<file path="config.mk">
export PLATFORM = sky130hd
export DESIGN_NAME = onehot_sequencer
export DESIGN_NICKNAME = d
export VERILOG_FILES = /design/src/rtl/onehot_sequencer.sv
export SDC_FILE = /design/constraint.sdc
export NUM_CORES = 1
export LEC_CHECK = 0
export CAP_MARGIN = 10
export CORE_ASPECT_RATIO = 1.4
export CORE_MARGIN = 3
export CORE_UTILIZATION = 30
export DETAILED_ROUTE_END_ITERATION = 8
export PLACE_DENSITY = 0.62
export REMOVE_ABC_BUFFERS = 1
export SYNTH_ARGS = -nofsm -noshare
export SYNTH_HDL_FRONTEND = slang
export SYNTH_SLANG_ARGS = --single-unit
</file>
<file path="constraint.sdc">
create_clock -name i_clk -period 3.7 [get_ports i_clk]
set_clock_uncertainty 0.15 [all_clocks]
set_input_delay 0.555 -clock i_clk [delete_from_list [all_inputs] [get_ports i_clk]]
set_output_delay 0.555 -clock i_clk [all_outputs]
set_load 0.005 [all_outputs]
</file>
<file path="src/rtl/onehot_sequencer.sv">
// Registered binary-to-one-hot decoder with direct, up/down scan and blank modes.
// Scan steps dwell+1 cycles apart; loads through a valid/ready handshake.
module onehot_sequencer #(
    parameter int SEL_W      = 3,
    parameter int DWELL_W    = 16,
    parameter int ACTIVE_LOW = 0
) (
    input  logic                  i_clk,
    input  logic                  i_rst_n,
    input  logic [1:0]            i_mode,
    input  logic                  i_in_valid,
    output logic                  o_in_ready,
    input  logic [SEL_W-1:0]      i_in_sel,
    input  logic [DWELL_W-1:0]    i_dwell,
    output logic [2**SEL_W-1:0]   o_out_onehot,
    output logic [SEL_W-1:0]      o_out_idx,
    output logic                  o_wrap_pulse
);

    localparam int N = 2**SEL_W;
    localparam logic [N-1:0] INACTIVE = (ACTIVE_LOW != 0) ? {N{1'b1}} : {N{1'b0}};
    localparam logic [SEL_W-1:0] IDX_MAX = {SEL_W{1'b1}};

    typedef enum logic [1:0] {
        MODE_DIRECT    = 2'b00,
        MODE_SCAN_UP   = 2'b01,
        MODE_SCAN_DOWN = 2'b10,
        MODE_BLANK     = 2'b11
    } mode_t;

    mode_t                r_prev_mode;
    logic [SEL_W-1:0]     r_idx;
    logic [DWELL_W-1:0]   r_cnt;
    logic [N-1:0]         r_onehot;
    logic                 r_wrap;
    logic                 r_ready;

    mode_t                w_mode;
    logic                 w_accept;
    logic                 w_mode_chg;
    logic [SEL_W-1:0]     w_idx_nxt;
    logic [DWELL_W-1:0]   w_cnt_nxt;
    logic                 w_wrap_nxt;
    logic [N-1:0]         w_onehot_nxt;

    assign w_mode     = mode_t'(i_mode);
    assign w_accept   = i_in_valid & r_ready;
    assign w_mode_chg = (w_mode != r_prev_mode);

    // Next index, dwell count and wrap flag; accept beats mode change beats scan step.
    always_comb begin
        w_idx_nxt    = r_idx;
        w_cnt_nxt    = {DWELL_W{1'b0}};
        w_wrap_nxt   = 1'b0;
        w_onehot_nxt = INACTIVE;
        if (w_accept) begin
            w_idx_nxt = i_in_sel;
        end else if (w_mode_chg) begin
            w_cnt_nxt = {DWELL_W{1'b0}};
        end else begin
            case (w_mode)
                MODE_SCAN_UP: begin
                    // >= so that a dwell lowered below the running count steps at once
                    if (r_cnt >= i_dwell) begin
                        w_idx_nxt  = r_idx + {{(SEL_W-1){1'b0}}, 1'b1};
                        w_wrap_nxt = (r_idx == IDX_MAX);
                    end else begin
                        w_cnt_nxt = r_cnt + {{(DWELL_W-1){1'b0}}, 1'b1};
                    end
                end
                MODE_SCAN_DOWN: begin
                    if (r_cnt >= i_dwell) begin
                        w_idx_nxt  = r_idx - {{(SEL_W-1){1'b0}}, 1'b1};
                        w_wrap_nxt = (r_idx == {SEL_W{1'b0}});
                    end else begin
                        w_cnt_nxt = r_cnt + {{(DWELL_W-1){1'b0}}, 1'b1};
                    end
                end
                default: begin
                    w_cnt_nxt = {DWELL_W{1'b0}};
                end
            endcase
        end
        if (w_mode == MODE_BLANK) begin
            w_onehot_nxt = INACTIVE;
        end else begin
            w_onehot_nxt = ({{(N-1){1'b0}}, 1'b1} << w_idx_nxt) ^ INACTIVE;
        end
    end

    // State and output registers with synchronous active-low reset.
    always_ff @(posedge i_clk) begin
        if (!i_rst_n) begin
            r_idx       <= {SEL_W{1'b0}};
            r_cnt       <= {DWELL_W{1'b0}};
            r_onehot    <= INACTIVE;
            r_wrap      <= 1'b0;
            r_ready     <= 1'b0;
            r_prev_mode <= MODE_BLANK;
        end else begin
            r_idx       <= w_idx_nxt;
            r_cnt       <= w_cnt_nxt;
            r_onehot    <= w_onehot_nxt;
            r_wrap      <= w_wrap_nxt;
            r_ready     <= 1'b1;
            r_prev_mode <= w_mode;
        end
    end

    assign o_in_ready   = r_ready;
    assign o_out_onehot = r_onehot;
    assign o_out_idx    = r_idx;
    assign o_wrap_pulse = r_wrap;

endmodule

</file>
Yosys cells after proc, flatten, opt, wreduce, memory -nomap -nowiden
Index checks and enable logic that the tools add are counted.
{ "totals": {"register_bits": 31, "wordCells": 33, "out_inout_bits": 13} }
{ "classes": {"n_addsub": 3, "eq_ne": 5, "bitwise_logic": 3, "mux": 9, "order_cmp": 1, "n_shift": 1, "reduce_logical": 5} }
{ "op_table": {"columns": ["cell", "count"], "rows": [
  ["16-bit by 1-bit adder with 16-bit output, second input constant", 1],
  ["16-bit greater-or-equal comparator", 1],
  ["3-bit two-way mux", 4],
  ["1-bit by 3-bit << shifter with 8-bit output, first input constant", 1],
  ["3-bit one-hot mux with 2 select lines", 1],
  ["5-bit OR reduction", 1],
  ["2-bit equality test, second input constant", 2],
  ["2-bit OR reduction", 2],
  ["3-bit by 1-bit adder with 3-bit output, second input constant", 1],
  ["3-bit equality test, second input constant", 1],
  ["3-bit logical NOT", 1],
  ["1-bit two-way mux", 3],
  ["3-bit OR reduction", 1],
  ["3-bit by 1-bit subtractor with 3-bit output, second input constant", 1],
  ["2-bit by 1-bit equality test with 1-bit output, second input constant", 1],
  ["2-bit inequality test", 1],
  ["1-bit inverter", 2],
  ["1-bit one-hot mux with 2 select lines", 1],
  ["1-bit AND", 1]
]} }

Depth between registers and ports, before layout
Gate-level depths: netlist of run 1.
{ "depth": {"depth_word": 6, "ltp_mapped": 9, "ltp_nobuf": 9} }

Least setup slack after synthesis of run 1
Ideal clock, no wire load.
{ "synth_path": {"path_type": "input-to-reg", "start": "input port i_dwell[0]", "end": "register r_onehot[2] (netlist: o_out_onehot[2])", "slack_ps": 850, "path_buffers": 0, "stages": 8, "arrival_ps": 2567, "path_cell_list": "ha_1 > nand2b_1 > a2111o_1 > a311o_1 > or4_4 > a31oi_4 > nand2b_2 > nor3_1"} }
{ "synth_via": {"elab_chain_cells": 6, "word_cells_on_any_way": 7, "classes_between": "order compare (1); shift (1); mux (5)"} }
{ "synth_rtl": {"columns": ["item", "line_no", "text"], "rows": [
  ["start, declared", "14", "input logic [DWELL_W-1:0] i_dwell,"],
  ["16-bit greater-or-equal comparator (*)", "64, 72", null],
  ["3-bit two-way mux, on equally long branches", "72, 64", null],
  ["3-bit one-hot mux with 2 select lines (*)", "61", "case (w_mode)"],
  ["3-bit two-way mux (*)", "58", "end else if (w_mode_chg) begin"],
  ["3-bit two-way mux (*)", "56", "if (w_accept) begin"],
  ["1-bit by 3-bit << shifter with 8-bit output (*)", "87", "w_onehot_nxt = ({{(N-1){1'b0}}, 1'b1} << w_idx_nxt) ^ INACTIVE;"],
  ["end signal, assigned", "103", "r_onehot <= w_onehot_nxt;"],
  ["end, declared", "34", "logic [N-1:0] r_onehot;"]
]} }
Every way passes the cells marked *; elsewhere a longest branch is shown, timed or not.
A chain may end at the register's enable or synchronous reset.

Worst setup path in the final report of run 1
{ "layout_path": {"start": "input port i_dwell[0]", "end": "register r_onehot[4] (netlist: o_out_onehot[4])"} }
Same word-level chain as after synthesis.

==> results of run 1 <==
## metal layers
metal	vias to the layer above	wire (µm)	global-route usage, %
met5	-	0	0
met4	0	121	6.802
met2	44	2003	21.94
met1	724	1532	13.35
li1	813	-	-
met3	12	213	3.002
## logic make-up (layout without fill, tap and decap cells)
kind of cell	after synthesis	after routing
AND/OR/NAND/NOR	81	81
XOR/XNOR	13	13
multiplexers	3	3
flip-flops	31	31
AO/OA/AOI/OAI	31	31
buffers and inverters	29	71
adder cells (fa/ha/maj)	24	24
## Yosys cell counts (all sizes together), types with 2 or more instances
cell type	number	share of area, %
nand3	13	3.7
a211oi	3	1.3
nand4	3	1.1
xor2	7	3.5
and2	2	0.70
mux2i	3	1.7
inv	27	5.7
nor2	25	5.3
nand2b	2	0.85
ha	24	17
dfxtp	31	35
a32oi	2	0.99
o21ai	9	2.5
xnor2	6	3.0
or3	5	1.8
clkbuf	2	0.42
nand2	16	3.5
nor3	12	3.4
a21oi	8	2.3
## metrics by stage
stage / std cells / utilization (%) / hold WS [ps]
floorplan: 210 / - / 291.1
global placement: 315 / 39.64 / 313.1
detailed placement: 315 / 39.64 / 324.7
CTS: 322 / 41.21 / 338.2
global route: 322 / 41.21 / 384.4
finish: 322 / 41.21 / 331.1
## how the worst max path moves through the flow
stage / depth (start not counted) / slack [ps] / end
after floorplan: 8 / 850 / o_out_onehot[2]
after global placement: 9 / 330 / o_out_onehot[6]
after detailed placement: 9 / 330 / o_out_onehot[2]
after CTS: 9 / 610 / o_out_onehot[4]
after global routing: 9 / 470 / o_out_onehot[4]
final: 9 / 620 / o_out_onehot[4]
## registers in the layout, summed over array words and instances, names as in the netlist
name,count
o_wrap_pulse,1
o_out_idx,3
r_cnt,16
o_in_ready,1
o_out_onehot,8
r_prev_mode,2
## where the power goes
group | switching [mW] | leakage [nW] | internal, mW
Sequential | 0.00614 | 0.252 | 0.342
Combinational | 0.0484 | 0.641 | 0.0579
Clock | 0.121 | 0.0470 | 0.146
## cell type report
class                           count  area share [%]
Sequential cell                    31           26.87
Multi-Input combinational cell    152           45.34
Clock buffer                        6           3.575
Timing Repair Buffer               37           15.93
Tap cell                           68           3.684
Clock inverter                      1          0.2167
Inverter                           27           4.388
## worst register-to-register path, delay by kind of cell (launching register included)
family / cells / cell delay (ps)
fa+ha+maj: 1 / 260
flops: 1 / 390
buf+inv: 1 / 60
simple gates: 4 / 870
compound gates: 3 / 970
==> metrics, run 1 <==
Hold Vio Cnt, Final 0; crit path DAT around 3000 ps; max-slew violation count 0; Max Root-Sink Buffers 2; Post-Synth Simple-Gate Area 21.55%; Worst Path Required about 3700 ps; Worst R2R Start r_cnt[0]; Hold Path Class flop to flop; TritonCTS Buffers 5; setup bufs post-CTS 0; Place WS around 330 ps; Buffers on Ports 36; total congestion overflow 0; sequential area share after synthesis a little over a third; DRC errors left 0; vias per inst about 4.9; placer congestion estimate 0.8610; Power, Total approximately 700 µW; static leakage ~0.94 nW; YS warnings 0; post-CTS sizing 0; Slowest-stage cell, CP or4_4; fillers ~570; crit path max fanout 4; Worst Hold Path Cells 1; area fraction in compound gates after synthesis around 12%; Critical R2R Capture o_out_onehot[4]; Setup violations, final 0; commonest non-fill, non-tap cell in the layout clkdlybuf4s50_1; clk_lat worst skew about 280 ps; area of the multi-input gates around 1000 µm²; adder and majority gate portion of the synthesized area approximately 17%; critical-path cell list clkdlybuf4s50_1 > ha_1 > nand2b_1 > a2111o_1 > a311o_1 > or4_4 > a31oi_4 > nand2b_2 > nor3_1; PnR worst setup slack a little over 600 ps; routed len/inst between 10 and 15 µm; number of synthesized flops with an enable pin 0; post-synthesis register bit count 31; cell count after synthesis around 210; number of max-cap violations 0; critical path class input port to flop; first-pass GRT wire length just under 7000 µm; CTS sink cnt 31; Chip Height slightly below 100 µm; DRT antenna net count 0; min-delay src r_cnt[0]; post-route cell area roughly 2300 µm²; count of cell types in the netlist 33; largest net degree at the start of global routing 17; outcome finished, final reports clean; Iteration-0 DRC Markers 109; Syn Area/Cell ~8.4 µm²; die width 71.04 µm; FF-to-FF path depth 9; setup slack, reg-to-reg roughly 870 ps; layout cells sized above 1 4.724%; main combinational cell family by area after synthesis simple AND/OR/NAND/NOR gates; placed inst area 2222 µm²; Tightest Pin Transition between 500 and 600 ps; worst setup path startpoint i_dwell[0]; Ports 37; Total Routing Usage GR between 10% and 20%; nets ~300; relative slew slack between 60% and 70%; DIE AREA around 6900 µm²; Setup Total Neg Slack 0 ps; ys flop type dfxtp_1; Tmin final between 3000 and 4000 ps; proportion of synthesized area in mux cells under 10%; register area approximately 620 µm²; Post-Synth XOR/XNOR Area roughly 6.4%; H-Tree Depth 2; via count about 1.6k; crit path launch type input port; Hold Path Sink r_cnt[0]; Initial Util about a third; post-DP HPWL ~3200 µm; drt first pass iters 4; post-synthesis instance area 1777 µm²; cts hold-fix bufs 0; CP delay by family, top compound AO/OA/AOI/OAI gates; Buf/Inv on CP 1; row count 32; crit end category flop; Max Freq around 320 MHz; most frequent cells in the layout clkdlybuf4s50_1 (36), dfxtp_1 (31), inv_1 (27); final wirelength just under 4000 µm; core footprint about 5600 µm²; CTS Root Cell clkbuf_8; RSZ-0062 raised after global routing false; Area Overhead vs Synth 30.00%; CTS clk-pin slew, worst paths around 60 ps; fraction of registers with async set/reset 0%; vias in the first global route 1604; initial antenna violation count 0; Cell Pwr Density 311.9 nW/µm²; diode count 0; Peak VDD IR roughly 110 µV; Tcrit/Tclk final 83.31%; CTS tree done; slowest cell delay on critical path approximately 500 ps
No activity file was read; power rests on OpenSTA's default activity.
==> inputs of run 2 (changes only) <==
PLACE_DENSITY = 0.63   (was 0.62)
clock period = 2.6 ns   (was 3.7 ns; I/O delays follow)
==> run 2 against run 1 <==
Sequential cell count did not move; utilization rose by 9.4 points; largest power group is now the clock network; global-route usage rose by 1.8 points; total power rose by 67%; wire length rose by 24%; register-to-register slack got worse by 810 ps; cell count rose by 8.1%; sequential power rose by 42%; setup slack got worse by 610 ps.
==> metrics, run 2 (same netlist as run 1, synthesis figures left out) <==
setup slack, reg-to-reg 60 ps (-810 ps); Place WS -651.0 ps (-978.3 ps); Hold Vio Cnt, Final 0 (unchanged); placer congestion estimate 0.7634 (-11%); Initial Util 31.70% (unchanged); Area Overhead vs Synth 59.79%; Worst Hold Path Cells 2 (+1); DRT antenna net count 0 (unchanged); DRC errors left 0 (unchanged); critical path class input port to flop; Tcrit/Tclk final 99.87%; crit path DAT 2620 ps (-460 ps); crit end category flop; Top reg by flops r_cnt; crit path launch type input port; static leakage 1.173 nW (+25%); total congestion overflow 0 (unchanged); initial antenna violation count 0 (unchanged); final wirelength 4811 µm (+24%); Worst R2R Start r_cnt[0]; outcome finished, final reports clean; routed len/inst 13.82 µm (+15%); CTS sink cnt 31 (unchanged); Peak VDD IR 157.3 µV (+42%); relative slew slack 71.36% (+7.1 points); Tightest Pin Transition 428.1 ps (-108.0 ps); post-DP HPWL 3322 µm (+3.3%); Worst Path Required 2630 ps (-1070 ps); Hold Path Class flop to flop; max-slew violation count 0 (unchanged); PnR worst setup slack 3.453 ps (-614.2 ps); Buffers on Ports 36 (unchanged); CTS tree done; diode count 0 (unchanged); first-pass GRT wire length 7783 µm (+13%); FF-to-FF path depth 10 (+1); CTS Root Cell clkbuf_8; Setup violations, final 0 (unchanged); placed insts 334 (+6.0%); Chip Height 97.06 µm (unchanged); max FFs per register 16 (unchanged); number of max-cap violations 0 (unchanged); vias in the first global route 1761 (+9.8%); CTS clk-pin slew, worst paths 70 ps (about the same); post-route cell area 2839 µm² (+23%); worst setup path startpoint i_dwell[6]; fillers 538 (-6.1%); layout cells sized above 1 31.43% (+27 points); Cell Pwr Density 424.2 nW/µm² (+36%); placed inst area 2365 µm² (+6.4%); final cell count without fillers 348 (+8.1%); core footprint 5605 µm² (unchanged); H-Tree Depth 2 (unchanged); Tmin final 2597 ps; Max Freq 385.1 MHz; most frequent cells in the layout dfxtp_1 (26), buf_4 (26), nor2_1 (24); drt first pass iters 4 (unchanged); row count 32 (unchanged); clk_lat worst skew 290 ps (about the same); DIE AREA 6895 µm² (unchanged); Ports 37 (unchanged); vias per inst 5.009 (+1.2%); Iteration-0 DRC Markers 85 (-22%); min-delay src r_cnt[10]; largest net degree at the start of global routing 17 (unchanged); nets 327 (+8.3%); TritonCTS Buffers 5 (unchanged); crit path max fanout 4 (unchanged); RSZ-0062 raised after global routing true; Total Routing Usage GR 14.22% (+1.8 points); via count 1743 (+9.4%); cts hold-fix bufs 0 (unchanged); Max Root-Sink Buffers 2 (unchanged); die width 71.04 µm (unchanged)
## run 2: through the flow
step	utilization (%)	hold WS [ps]	power, mW	setup TNS (ps)
finish	50.65	360.5	1.204	0
detailed placement	42.19	352.4	0.6675	-11500
global route	50.65	409.7	1.259	-389.3
global placement	42.19	343.1	0.6660	-10590
CTS	47.19	363.0	1.188	0
floorplan	-	267.7	0.5798	-438.3
## run 2: cell type report
cell class / instances / area [µm²] / share of cell area [%]
Multi-Input combinational cell: 152 / 1349 / 47.51
Sequential cell: 31 / 626.9 / 22.08
Timing Repair Buffer: 62 / 559.3 / 19.70
Inverter: 27 / 101.3 / 3.570
Tap cell: 68 / 85.08 / 2.997
Clock buffer: 6 / 82.58 / 2.909
Clock inverter: 2 / 35.03 / 1.234
## run 2: power by group
part           internal, mW  leakage (nW)  switching (mW)  total, mW
registers             0.486         0.254         0.00834      0.494
clock network         0.310        0.0612           0.198      0.508
logic                 0.105         0.857          0.0967      0.202
## run 2: worst max-delay path, stage by stage
cell	delay, ps
clkdlybuf4s50_1	480
inv_2	50
ha_4	240
o21ai_4	160
nor4_4	70
a311o_1	340
or4_4	440
a31oi_4	190
nand2b_4	190
nor3_2	50
## run 2: final timing paths
path | to
min | r_cnt[10]
max reg2reg | o_out_onehot[3]
min reg2reg | r_cnt[10]
max | o_out_onehot[6]
## run 2: timing repair
item                                    CTS  global route
resized for setup                        38            41
endpoints found under the setup margin   27            21
pin swaps                                22            10
gates cloned                              0             0
setup buffers                             4             3
## run 2: layer usage
layer | vias up | global-route usage (%) | share of wire [%] | wire [µm]
met3 | 15 | 3.416 | 4.7 | 226
li1 | 861 | - | - | -
met2 | 57 | 25.38 | 54 | 2602
met5 | - | 0 | 0 | 0
met4 | 0 | 8.104 | 3.6 | 171
met1 | 810 | 14.76 | 38 | 1810
==> inputs of run 3 (changes only) <==
DONT_BUFFER_PORTS = 1   (was default)
PLACE_DENSITY = 0.55   (was 0.63)
==> run 3 against run 2 <==
Cell count is 13% lower; die area stayed put; global-route usage is 2.1 points lower; critical path depth is 1 lower; first-iteration DRC count is 39% lower; wire length is 17% lower; via count is 13% lower; highest routed layer unchanged; sequential power hardly changed; sequential share of layout area is 6.5 points higher.
==> metrics, run 3 (same netlist as run 1, synthesis figures left out) <==
Buf/Inv on CP 1 (-1); crit end category flop; CTS clk-pin slew, worst paths 70 ps (about the same); CTS Root Cell clkbuf_8; drt first pass iters 4 (unchanged); layout cells sized above 1 17.80% (-14 points); Buffers on Ports 0 (-100%); diode count 0 (unchanged); setup slack, reg-to-reg 60 ps (about the same); Worst Hold Path Cells 1 (-1); Place WS -243.0 ps (+408.0 ps); commonest non-fill, non-tap cell in the layout dfxtp_1; Hold Vio Cnt, Final 0 (unchanged); relative slew slack 74.98% (+3.6 points); critical-path cell list inv_2 > ha_4 > nand2b_4 > a2111o_1 > a311o_1 > or4_4 > a31oi_4 > nand2_2 > nor3_1; CTS sink cnt 31 (unchanged); routed len/inst 13.20 µm (-4.5%); placer congestion estimate 0.7844 (+2.8%); number of max-cap violations 0 (unchanged); max FFs per register 16 (unchanged); Top reg by flops r_cnt; final core occ 38.95% (-12 points); slowest cell delay on critical path 440 ps (-40 ps); Iteration-0 DRC Markers 52 (-39%); Tcrit/Tclk final 97.70% (-2.2 points); Area Overhead vs Synth 22.89%; crit path launch type flop; die width 71.04 µm (unchanged); core footprint 5605 µm² (unchanged); CP delay by family, top compound AO/OA/AOI/OAI gates; CTS tree done; via count 1519 (-13%); Hold Path Class input port to flop; total congestion overflow 0 (unchanged); Peak VDD IR 165.1 µV (+4.9%); TritonCTS Buffers 5 (unchanged); Critical R2R Capture o_out_onehot[1]; Setup violations, final 0 (unchanged); Slowest-stage cell, CP or4_4; PnR worst setup slack 59.78 ps (+56.33 ps); nets 283 (-13%); post-DP HPWL 3162 µm (-4.8%); vias per inst 4.997 (-0.24%); RSZ-0062 raised after global routing true; FF-to-FF path depth 9 (-1); Total Routing Usage GR 12.12% (-2.1 points); most frequent cells in the layout dfxtp_1 (29), inv_1 (26), nor2_1 (25); Tmin final 2540 ps (-56.33 ps); initial antenna violation count 0 (unchanged); vias in the first global route 1477 (-16%); Max Freq 393.7 MHz (+2.2%); first-pass GRT wire length 6644 µm (-15%); H-Tree Depth 2 (unchanged); DIE AREA 6895 µm² (unchanged); critical path class flop to flop; Worst R2R Start r_cnt[0]; static leakage 0.9218 nW (-21%); Tightest Pin Transition 374.0 ps (-54.10 ps); Ports 37 (unchanged); largest net degree at the start of global routing 17 (unchanged); DRT antenna net count 0 (unchanged); Max Root-Sink Buffers 2 (unchanged); fillers 589 (+9.5%); hold slack final 28.32 ps (-332.2 ps); register area 623.1 µm² (-0.60%); row count 32 (unchanged); area of the multi-input gates 1132 µm² (-16%); min-delay src i_rst_n; Worst Path Required 2650 ps (+20 ps); max-slew violation count 0 (unchanged); DRC errors left 0 (unchanged); Initial Util 31.70% (unchanged); final wirelength 4014 µm (-17%); crit path DAT 2590 ps (-30 ps); clk_lat worst skew 280 ps (about the same); Cell Pwr Density 476.0 nW/µm² (+12%); Hold Path Sink r_prev_mode[0]; crit path max fanout 4 (unchanged); Chip Height 97.06 µm (unchanged); outcome finished, final reports clean
## run 3: cell types whose count changed in the layout (fill, tap and decap cells not counted), moves of 3 or more
cell	before	now
inv_2	9	1
inv_1	18	26
nor3_2	8	3
dfxtp_2	5	2
nor3_1	3	9
dfxtp_1	26	29
dlygate4sd2_1	7	0
o21ai_0	5	9
ha_2	3	0
clkdlybuf4s50_1	23	0
ha_4	9	2
ha_1	12	22
dlymetal6s2s_1	5	0
buf_4	26	17
## run 3: metrics by stage
stage	TNS, ps	total power, mW	instance area [µm²]	std cells
6_report	0	1.039	2183	304
5_1_grt	-181.3	1.085	2183	304
4_1_cts	0	1.045	2101	303
3_5_place_dp	-1694	0.6088	1974	294
3_3_place_gp	-1310	0.6073	1974	294
2_1_floorplan	-438.3	0.5798	1769	210
## run 3: layer usage
layer  up-vias  global-route usage (%)  part of all wire, %
li1        772                       -                    -
met1       701                   12.54                   39
met2        41                   21.94                   54
met3         5                   3.727                  5.3
met4         0                   5.210                  2.0
met5         -                       0                    0
## run 3: how the worst max path moves through the flow
| stage | slack, ps | cells after the start | end | start |
|---|---|---|---|---|
| floorplan | -90 | 9 | o_out_onehot[2] | r_cnt[0] |
| global placement | -190 | 8 | o_out_onehot[4] | i_dwell[0] |
| detailed placement | -240 | 8 | o_out_onehot[6] | i_dwell[0] |
| CTS | 5 | 9 | o_out_onehot[6] | r_cnt[0] |
| global route | -60 | 8 | o_out_onehot[3] | r_cnt[12] |
| finish | 60 | 9 | o_out_onehot[1] | r_cnt[0] |
## run 3: report_power, final
group,switching (mW),internal [mW]
Clock,0.187,0.241
Combinational,0.0651,0.0499
Sequential,0.0102,0.486
## run 3: repair_timing
| item | CTS | global route |
|---|---|---|
| endpoints found under the hold margin | 1 | 0 |
| setup endpoints to repair | 10 | 9 |
| gates resized for setup | 3 | 12 |
| hold buffers | 1 | 0 |
| pin swaps | 4 | 3 |
| setup buffers | 0 | 1 |
## run 3: worst reg2reg max path: stages (launching register included)
cell and delay, ps:
dfxtp_2 340, inv_2 40, ha_4 190, nand2b_4 130, a2111o_1 400, a311o_1 320
or4_4 440, a31oi_4 170, nand2_2 110, nor3_1 170
## run 3: final cells by class
cell class	instances	share of cell area, %
sequential	31	28.54
timing repair buffer	18	6.304
inverter	27	4.642
clock buffer	7	4.413
clock inverter	1	0.3438
multi-input combinational	152	51.86
tap	68	3.897
